<file path="config.mk">
export PLATFORM = sky130hd
export DESIGN_NAME = pipe_stage_reg
export DESIGN_NICKNAME = d
export VERILOG_FILES = /design/src/rtl/pipe_stage_reg.sv
export SDC_FILE = /design/constraint.sdc
export NUM_CORES = 1
export LEC_CHECK = 0
export ABC_AREA = 1
export CAP_MARGIN = 5
export CORE_MARGIN = 8
export CORE_UTILIZATION = 27
export DETAILED_ROUTE_END_ITERATION = 6
export PLACE_DENSITY_LB_ADDON = 0.05
export SETUP_SLACK_MARGIN = 0.15
export SLEW_MARGIN = 20
export SYNTH_ARGS = -nofsm -noshare
export SYNTH_HDL_FRONTEND = slang
export SYNTH_SLANG_ARGS = --single-unit
export TNS_END_PERCENT = 1
</file>
<file path="constraint.sdc">
create_clock -name clk -period 3 [get_ports clk]
set_input_delay 0.6 -clock clk [delete_from_list [all_inputs] [get_ports clk]]
set_output_delay 0.6 -clock clk [all_outputs]
set_load 0.02 [all_outputs]
</file>
<file path="src/rtl/pipe_stage_reg.sv">
// Elastic pipeline-stage register: an opaque payload moves under a valid/ready handshake.
// An optional two-entry skid buffer registers inReady, and flush discards every held beat.
module pipe_stage_reg #(
    parameter int WIDTH          = 32,
    parameter bit SKID           = 1'b1,
    parameter bit CLEAR_ON_FLUSH = 1'b1
) (
    input  logic             clk,
    input  logic             rst,
    input  logic             flush,
    input  logic             inValid,
    output logic             inReady,
    input  logic [WIDTH-1:0] inData,
    output logic             outValid,
    input  logic             outReady,
    output logic [WIDTH-1:0] outData,
    output logic [1:0]       occupancy
);

    logic             main_valid_q, main_valid_d;
    logic [WIDTH-1:0] main_data_q,  main_data_d;
    logic             skid_valid_q, skid_valid_d;
    logic [WIDTH-1:0] skid_data_q,  skid_data_d;
    logic             in_fire;
    logic             out_fire;

    // With SKID=0 the skid entry is never loaded, so its flops stay at reset and are trimmed away.
    always_comb begin
        if (SKID) begin
            inReady = ~skid_valid_q & ~flush;
        end else begin
            inReady = (~main_valid_q | outReady) & ~flush;
        end
    end

    assign in_fire   = inValid & inReady;
    assign out_fire  = main_valid_q & outReady;
    assign outValid  = main_valid_q;
    assign outData   = main_data_q;
    assign occupancy = 2'(main_valid_q) + 2'(skid_valid_q);

    // NOTE: every next-state signal takes its current value first, so no path through this block can infer a latch.
    always_comb begin
        main_valid_d = main_valid_q;
        main_data_d  = main_data_q;
        skid_valid_d = skid_valid_q;
        skid_data_d  = skid_data_q;

        if (flush) begin
            main_valid_d = 1'b0;
            skid_valid_d = 1'b0;
            if (CLEAR_ON_FLUSH) begin
                main_data_d = '0;
                skid_data_d = '0;
            end
        end else if (SKID) begin
            if (out_fire || !main_valid_q) begin
                // The skid beat is older than anything on the input, so it is always drained first.
                if (skid_valid_q) begin
                    main_valid_d = 1'b1;
                    main_data_d  = skid_data_q;
                end else if (in_fire) begin
                    main_valid_d = 1'b1;
                    main_data_d  = inData;
                end else begin
                    main_valid_d = 1'b0;
                end
                skid_valid_d = 1'b0;
            end else if (in_fire) begin
                skid_valid_d = 1'b1;
                skid_data_d  = inData;
            end
        end else begin
            if (inReady) begin
                main_valid_d = in_fire;
                main_data_d  = inData;
            end
        end
    end

    // NOTE: the payload is reset along with the valid bits because outData must read zero out of reset.
    always_ff @(posedge clk or negedge rst) begin
        if (!rst) begin
            main_valid_q <= 1'b0;
            main_data_q  <= '0;
            skid_valid_q <= 1'b0;
            skid_data_q  <= '0;
        end else begin
            // NOTE: non-blocking assignments keep every flop sampling pre-edge values regardless of statement order.
            main_valid_q <= main_valid_d;
            main_data_q  <= main_data_d;
            skid_valid_q <= skid_valid_d;
            skid_data_q  <= skid_data_d;
        end
    end

endmodule

</file>
==> impl_metrics.xml, run 1 <==
<?xml version="1.0" encoding="UTF-8"?>
<metrics>
  <group name="status">
    <metric name="status" unit="">finished, final reports clean</metric>
  </group>
  <group name="cts">
    <metric name="cts.root.buffer_cell" unit="">clkbuf_16</metric>
    <metric name="h-tree-depth" unit="">3</metric>
    <metric name="clock_tree.buffer_depth" unit="">2</metric>
    <metric name="worst_skew_pair.late_latency" unit="ns">0.33</metric>
    <metric name="clock_sink_count" unit="">66</metric>
    <metric name="post_cts_hold_buffer_count" unit="">0</metric>
    <metric name="tritoncts.num_buffers" unit="">9</metric>
    <metric name="cts_tree" unit="">built</metric>
    <metric name="cts_setup_buffers" unit="">0</metric>
    <metric name="path_clk_slew" unit="ns">0.05</metric>
    <metric name="cts.repair.resized" unit="">0</metric>
  </group>
  <group name="drt">
    <metric name="drt_iter0_drc" unit="">182</metric>
    <metric name="route.antenna.remaining_nets" unit="">0</metric>
    <metric name="vias" unit="">2946</metric>
    <metric name="drt-wirelength-per-cell" unit="µm">15.6</metric>
    <metric name="vias_per_cell" unit="">4.42</metric>
    <metric name="drt-pass1-iter-count" unit="">4</metric>
    <metric name="detail_route.drc_violations" unit="">0</metric>
    <metric name="routed_wirelength" unit="mm">10.4</metric>
  </group>
  <group name="sta">
    <metric name="transition_time_of_the_tightest_slew_check_pin" unit="ns">0.902</metric>
    <metric name="report.final.slew_viol_count" unit="">0</metric>
    <metric name="hold_viol_final" unit="">0</metric>
    <metric name="timing.final.crit_period" unit="ns">2.44</metric>
    <metric name="clock_skew" unit="ns">0.00410</metric>
    <metric name="timing.final.ws_setup" unit="ns">0.560</metric>
    <metric name="max_slew_margin" unit="">0.399</metric>
    <metric name="achievable-frequency" unit="MHz">410</metric>
    <metric name="setup_violations" unit="">0</metric>
    <metric name="finalCritPeriodShare" unit="">0.813</metric>
    <metric name="grt_setup_unrepaired" unit="">no</metric>
    <metric name="setup-tns-final" unit="ns">0</metric>
  </group>
  <group name="setup_path">
    <metric name="crit_end" unit="">occupancy[0]</metric>
    <metric name="timing.rr.start" unit="">skid_valid_q$_DFFE_PN0P_</metric>
    <metric name="worst-setup-path-type" unit="">reg2out</metric>
    <metric name="worstSetupStartpoint" unit="">skid_valid_q$_DFFE_PN0P_</metric>
    <metric name="rrSetupSlack" unit="ns">1.00</metric>
    <metric name="worst-path-max-fanout" unit="">19</metric>
    <metric name="crit-reg2reg-capture" unit="">outData[30]$_DFFE_PN0P_</metric>
    <metric name="worst_setup_path_start_kind" unit="">register</metric>
    <metric name="cp_data_required_time" unit="ns">2.40</metric>
    <metric name="reg2regPathDepth" unit="">7</metric>
    <metric name="setup.worst_path.end_class" unit="">primary output</metric>
    <metric name="worst_path_arrival_time" unit="ns">1.84</metric>
  </group>
  <group name="global_route">
    <metric name="overflow" unit="">0</metric>
    <metric name="wire_length_of_the_first_global_routing_pass" unit="mm">17.1</metric>
    <metric name="grtUsageTotal" unit="">0.133</metric>
    <metric name="grt_start_max_net_pins" unit="">67</metric>
    <metric name="grt_pass1_vias" unit="">3175</metric>
    <metric name="antenna_violations_before_repair" unit="">0</metric>
  </group>
  <group name="yosys">
    <metric name="synth_fp_nets" unit="">474</metric>
    <metric name="synth_top_flop_cell" unit="">dfrtp_1</metric>
    <metric name="yosys.cell_count.top_type" unit="">nand2_1</metric>
    <metric name="synth_top_cell_by_area" unit="">dfrtp_1</metric>
    <metric name="yosysUniqueCellTypes" unit="">21</metric>
    <metric name="synth_cells" unit="">436</metric>
    <metric name="ys_ff_latch" unit="">66</metric>
    <metric name="synth_sequential_area_ratio" unit="">0.488</metric>
    <metric name="post-synth-top-area-fraction" unit="">0.488</metric>
    <metric name="synth-edff-count" unit="">0</metric>
    <metric name="synth_top_cells_by_area" unit="">dfrtp_1 49%, nand2_1 25%, nand3b_1 7.1%, a21oi_1 4.7%, nand3_1 4.7%</metric>
    <metric name="yosys_warnings" unit="">0</metric>
    <metric name="synth_area_per_cell" unit="µm²">7.77</metric>
    <metric name="asyncSetResetFlopFracSynth" unit="">1.00</metric>
    <metric name="synth.cell_area" unit="mm²">0.00339</metric>
    <metric name="synth_top_cells_by_count" unit="">226 x nand2_1, 66 x dfrtp_1, 32 x a21oi_1, 32 x nand3_1, 32 x nand3b_1</metric>
  </group>
  <group name="min_path">
    <metric name="min_path_type" unit="">in2async</metric>
  </group>
  <group name="finish">
    <metric name="finish.net_count" unit="">532</metric>
    <metric name="syn2layout_area_growth" unit="%">30.1</metric>
    <metric name="finish.cell_count_without_fillers" unit="">667</metric>
    <metric name="n_antenna_cell" unit="">0</metric>
    <metric name="postLayoutCoreUtil" unit="">0.355</metric>
    <metric name="layout-drive-gt1-share" unit="">0.0626</metric>
  </group>
  <group name="power">
    <metric name="maximum_ir_drop_on_the_vdd_rail" unit="V">0.000207</metric>
    <metric name="power.static_leakage" unit="nW">2.14</metric>
    <metric name="pwr_density_cell" unit="mW/mm²">535</metric>
  </group>
  <group name="placed_design">
    <metric name="gp_routability_congestion" unit="">0.728</metric>
    <metric name="place.port_buffers" unit="">72</metric>
    <metric name="placedCellCount" unit="">655</metric>
    <metric name="hpwl" unit="mm">6.41</metric>
    <metric name="preCtsSetupSlack" unit="ns">0.458</metric>
  </group>
  <group name="floorplan">
    <metric name="core" unit="mm²">0.0124</metric>
    <metric name="floorplan.initialDensity" unit="">0.273</metric>
    <metric name="fp.dieH" unit="µm">128</metric>
    <metric name="rows" unit="">41</metric>
    <metric name="floorplan.io_pins" unit="">73</metric>
    <metric name="design.die.area" unit="mm²">0.0164</metric>
    <metric name="chipWidth" unit="µm">128</metric>
  </group>
  <group name="flow_run">
    <metric name="maxCapViolations" unit="">0</metric>
  </group>
</metrics>
-- layout by cell type, fill, tap and decap left out --
cell	n
nand3_1	32
nor2_1	2
nand3_2	1
clkbuf_1	1
dfrtp_2	1
nor2_4	1
a21oi_1	32
inv_4	1
clkbuf_16	9
nand2_4	1
buf_2	1
inv_1	1
clkdlybuf4s50_1	70
clkbuf_8	1
ha_1	1
nand3b_1	32
o21ai_0	1
nand4_1	1
buf_4	9
inv_2	3
nand2_2	1
nand2_1	226
dfrtp_1	65
o21ai_4	1
clkinv_2	1
-- per-stage QoR --
| stage | hold slack (ns) | instance area (µm²) | total power [mW] |
|---|---|---|---|
| after floorplan | 0.304 | 3390 | 1.26 |
| after global placement | 0.467 | 4160 | 1.46 |
| after detailed placement | 0.468 | 4160 | 1.46 |
| after CTS | 0.450 | 4410 | 2.41 |
| after global routing | 0.492 | 4410 | 2.48 |
| final | 0.409 | 4410 | 2.36 |
-- layout make-up --
| cell class | count | area, µm² |
|---|---|---|
| inverter | 5 | 21.3 |
| multi-input combinational | 332 | 1500 |
| sequential | 66 | 1650 |
| clock inverter | 1 | 5.00 |
| clock buffer | 11 | 243 |
| tap | 172 | 215 |
| timing repair buffer | 80 | 773 |
| fill | 1363 | 8010 |
-- flip-flops by register name, summed over array words and instances, names as in the netlist --
| register | cells |
|---|---|
| skid_data_q | 32 |
| outData | 32 |
| outValid | 1 |
| skid_valid_q | 1 |
-- how the worst min path moves through the flow --
stage	start	to	slack, ns	depth (start not counted)
after floorplan	rst	outData[0]$_DFFE_PN0P_	0.30	0
after global placement	outData[31]$_DFFE_PN0P_	outData[31]$_DFFE_PN0P_	0.47	2
after detailed placement	outData[23]$_DFFE_PN0P_	outData[23]$_DFFE_PN0P_	0.47	2
after CTS	rst	outData[7]$_DFFE_PN0P_	0.45	1
after global routing	outData[8]$_DFFE_PN0P_	outData[8]$_DFFE_PN0P_	0.49	2
final	rst	outData[7]$_DFFE_PN0P_	0.41	1
-- report_power, final --
group | switching [mW] | internal [mW]
clock | 0.362 | 0.561
combinational | 0.241 | 0.181
sequential | 0.0457 | 0.968
total | 0.649 | 1.71
-- critical path, cell delays in order, from the launching register on --
cell and delay (ns):
dfrtp_2 0.57, ha_1 0.35, clkdlybuf4s50_1 0.60
-- metal layers --
layer	wire length [µm]	part of all wire	GRT usage
met4	70	0.0067	0.0524
met3	677	0.065	0.0304
met1	5070	0.49	0.181
met2	4570	0.44	0.199
met5	0	0	0
-- logic make-up after synthesis --
logic type,Yosys count,share of synthesized area
simple gates,297,0.384
flops,66,0.488
buf+inv,38,0.0728
compound gates,34,0.0514
fa+ha+maj,1,0.00369
Note: power is estimated with default switching activity, not from simulation.
==> inputs of run 2 (changes only) <==
clock period = 2.2 ns   (was 3 ns; I/O delays follow)
==> run 2 against run 1 <==
Compared with the run above:
- register-to-register slack worse by 0.66 ns
- first-iteration DRC count up 19%
- clock power up 69%
- critical path depth unchanged
- via count up 3.6%
- critical path type unchanged
- critical endpoint is now inReady
- cell count up 1.2%
- sequential share of layout area down 1.3 points
- worst hold slack worse by 0.30 ns
- core utilization up 1.2 points
- setup slack worse by 0.28 ns
- sequential power up 37%
- count of clock-buffer cells in the layout up 3
==> impl_metrics.xml, run 2 (synthesis gave the netlist of run 1 again) <==
<?xml version="1.0" encoding="UTF-8"?>
<metrics>
  <group name="cts">
    <metric name="cts.root.buffer_cell" unit="">clkbuf_16</metric>
    <metric name="cts_setup_buffers" unit="">0</metric>
    <metric name="tritoncts.num_buffers" unit="">9</metric>
    <metric name="h-tree-depth" unit="">3</metric>
    <metric name="clock_sink_count" unit="">66</metric>
    <metric name="path_clk_slew" unit="ns">0.05</metric>
    <metric name="worst_skew_pair.late_latency" unit="ns">0.33</metric>
    <metric name="cts.repair.resized" unit="">1</metric>
    <metric name="clock_tree.buffer_depth" unit="">2</metric>
    <metric name="cts_tree" unit="">built</metric>
    <metric name="post_cts_hold_buffer_count" unit="">0</metric>
  </group>
  <group name="floorplan">
    <metric name="rows" unit="">41</metric>
    <metric name="chipWidth" unit="µm">128</metric>
    <metric name="fp.dieH" unit="µm">128</metric>
    <metric name="floorplan.initialDensity" unit="">0.273</metric>
    <metric name="core" unit="mm²">0.0124</metric>
    <metric name="design.die.area" unit="mm²">0.0164</metric>
    <metric name="floorplan.io_pins" unit="">73</metric>
  </group>
  <group name="finish">
    <metric name="fillers" unit="">1341</metric>
    <metric name="final_common_cell" unit="">nand2_1</metric>
    <metric name="most-common-layout-cells" unit="">226 x nand2_1, 68 x clkdlybuf4s50_1, 65 x dfrtp_1</metric>
    <metric name="postLayoutCellArea" unit="mm²">0.00456</metric>
    <metric name="layout-drive-gt1-share" unit="">0.0795</metric>
    <metric name="n_antenna_cell" unit="">0</metric>
    <metric name="finish.net_count" unit="">537</metric>
    <metric name="postLayoutCoreUtil" unit="">0.367</metric>
    <metric name="syn2layout_area_growth" unit="%">34.6</metric>
  </group>
  <group name="placed_design">
    <metric name="preCtsSetupSlack" unit="ns">0.341</metric>
    <metric name="hpwl" unit="mm">6.40</metric>
    <metric name="place.port_buffers" unit="">72</metric>
    <metric name="detailed_place.area" unit="mm²">0.00423</metric>
    <metric name="gp_routability_congestion" unit="">0.719</metric>
  </group>
  <group name="global_route">
    <metric name="grt_pass1_vias" unit="">3183</metric>
    <metric name="grt_start_max_net_pins" unit="">42</metric>
    <metric name="antenna_violations_before_repair" unit="">0</metric>
    <metric name="grtUsageTotal" unit="">0.135</metric>
    <metric name="overflow" unit="">0</metric>
    <metric name="wire_length_of_the_first_global_routing_pass" unit="mm">17.3</metric>
  </group>
  <group name="setup_path">
    <metric name="cp_num_cells" unit="">2</metric>
    <metric name="worst_setup_path_start_kind" unit="">register</metric>
    <metric name="worst-path-max-fanout" unit="">4</metric>
    <metric name="reg2regPathDepth" unit="">6</metric>
    <metric name="crit_path_cells" unit="">nor2_4 -&gt; clkdlybuf4s50_1</metric>
    <metric name="crit_buf_inv" unit="">1</metric>
    <metric name="cp_data_required_time" unit="ns">1.76</metric>
    <metric name="critPathTopFamily" unit="">buffers and inverters</metric>
    <metric name="worst-setup-path-type" unit="">reg2out</metric>
    <metric name="master_of_the_slowest_instance_on_the_critical_path" unit="">clkdlybuf4s50_1</metric>
    <metric name="setup.worst_path.end_class" unit="">primary output</metric>
    <metric name="worst_path_arrival_time" unit="ns">1.48</metric>
    <metric name="critical-path-max-stage-delay" unit="ns">0.62</metric>
  </group>
  <group name="sta">
    <metric name="hold_viol_final" unit="">0</metric>
    <metric name="report.final.slew_viol_count" unit="">0</metric>
    <metric name="max_slew_margin" unit="">0.601</metric>
    <metric name="timing.final.crit_period" unit="ns">1.92</metric>
    <metric name="setup_violations" unit="">0</metric>
    <metric name="achievable-frequency" unit="MHz">520</metric>
    <metric name="finalCritPeriodShare" unit="">0.874</metric>
    <metric name="setup-tns-final" unit="ns">0</metric>
    <metric name="fin_hold_ws" unit="ns">0.112</metric>
    <metric name="timing.final.ws_setup" unit="ns">0.277</metric>
    <metric name="grt_setup_unrepaired" unit="">no</metric>
    <metric name="clock_skew" unit="ns">0.00597</metric>
    <metric name="transition_time_of_the_tightest_slew_check_pin" unit="ns">0.599</metric>
  </group>
  <group name="drt">
    <metric name="detail_route.drc_violations" unit="">0</metric>
    <metric name="routed_wirelength" unit="mm">10.6</metric>
    <metric name="drt_iter0_drc" unit="">217</metric>
    <metric name="drt-wirelength-per-cell" unit="µm">15.6</metric>
    <metric name="vias" unit="">3051</metric>
    <metric name="vias_per_cell" unit="">4.52</metric>
    <metric name="drt-pass1-iter-count" unit="">4</metric>
    <metric name="route.antenna.remaining_nets" unit="">0</metric>
  </group>
  <group name="power">
    <metric name="comb_power_share" unit="">0.169</metric>
    <metric name="net-switching-power" unit="µW">925</metric>
    <metric name="p_seq_frac" unit="">0.390</metric>
    <metric name="clock_power_share" unit="">0.441</metric>
    <metric name="maximum_ir_drop_on_the_vdd_rail" unit="V">0.000270</metric>
    <metric name="power.internal" unit="mW">2.61</metric>
    <metric name="power.static_leakage" unit="nW">2.24</metric>
    <metric name="pwr_density_cell" unit="mW/mm²">775</metric>
    <metric name="power.switching_fraction" unit="">0.262</metric>
  </group>
  <group name="flow_run">
    <metric name="maxCapViolations" unit="">0</metric>
  </group>
  <group name="status">
    <metric name="status" unit="">finished, final reports clean</metric>
  </group>
  <group name="min_path">
    <metric name="min_path_type" unit="">in2async</metric>
  </group>
</metrics>
==> run 2: layout make-up <==
type | instances | area, µm² | area share
repair buffers | 85 | 850 | 0.186
flip-flops and latches | 66 | 1650 | 0.363
multi-input cells | 332 | 1500 | 0.328
inverters | 5 | 21.3 | 0.00467
well taps | 172 | 215 | 0.0472
clock inverters | 1 | 30.0 | 0.00659
clock buffers | 14 | 294 | 0.0645
==> run 2: power groups by stage <==
stage	clock network, mW	registers, mW	logic, mW
after floorplan	0	1.46	0.255
after global placement	0	1.40	0.611
after detailed placement	0	1.40	0.612
after CTS	1.59	1.38	0.613
after global routing	1.64	1.39	0.661
final	1.56	1.38	0.597
==> run 2: worst reg2reg max path: cells and delay by family (launching register included) <==
kind | cells | cell delay (ns)
flops | 1 | 0.44
buf+inv | 3 | 0.96
simple gates | 3 | 0.35
==> run 2: per-stage QoR <==
| stage | cells | power [mW] |
|---|---|---|
| 3_3_place_gp | 660 | 2.01 |
| 4_1_cts | 675 | 3.58 |
| 2_1_floorplan | 436 | 1.71 |
| 5_1_grt | 675 | 3.70 |
| 3_5_place_dp | 660 | 2.01 |
| 6_report | 675 | 3.53 |
==> run 2: metal layers <==
layer | vias to the layer above | global-route usage | wire length [µm]
li1 | 1514 | - | -
met1 | 1452 | 0.178 | 5020
met2 | 77 | 0.207 | 4810
met3 | 8 | 0.0379 | 634
met4 | 0 | 0.0476 | 99
met5 | - | 0 | 0
==> run 2: final timing paths <==
check	end	startpoint	slack, ns
max in group asynchronous	outData[21]$_DFFE_PN0P_	rst	1.52
min in group clk	outData[9]$_DFFE_PN0P_	outData[9]$_DFFE_PN0P_	0.48
min reg2reg	outData[9]$_DFFE_PN0P_	outData[9]$_DFFE_PN0P_	0.48
min	skid_data_q[7]$_DFFE_PN0P_	rst	0.11
max reg2reg	skid_data_q[21]$_DFFE_PN0P_	skid_valid_q$_DFFE_PN0P_	0.34
max	inReady	skid_valid_q$_DFFE_PN0P_	0.28
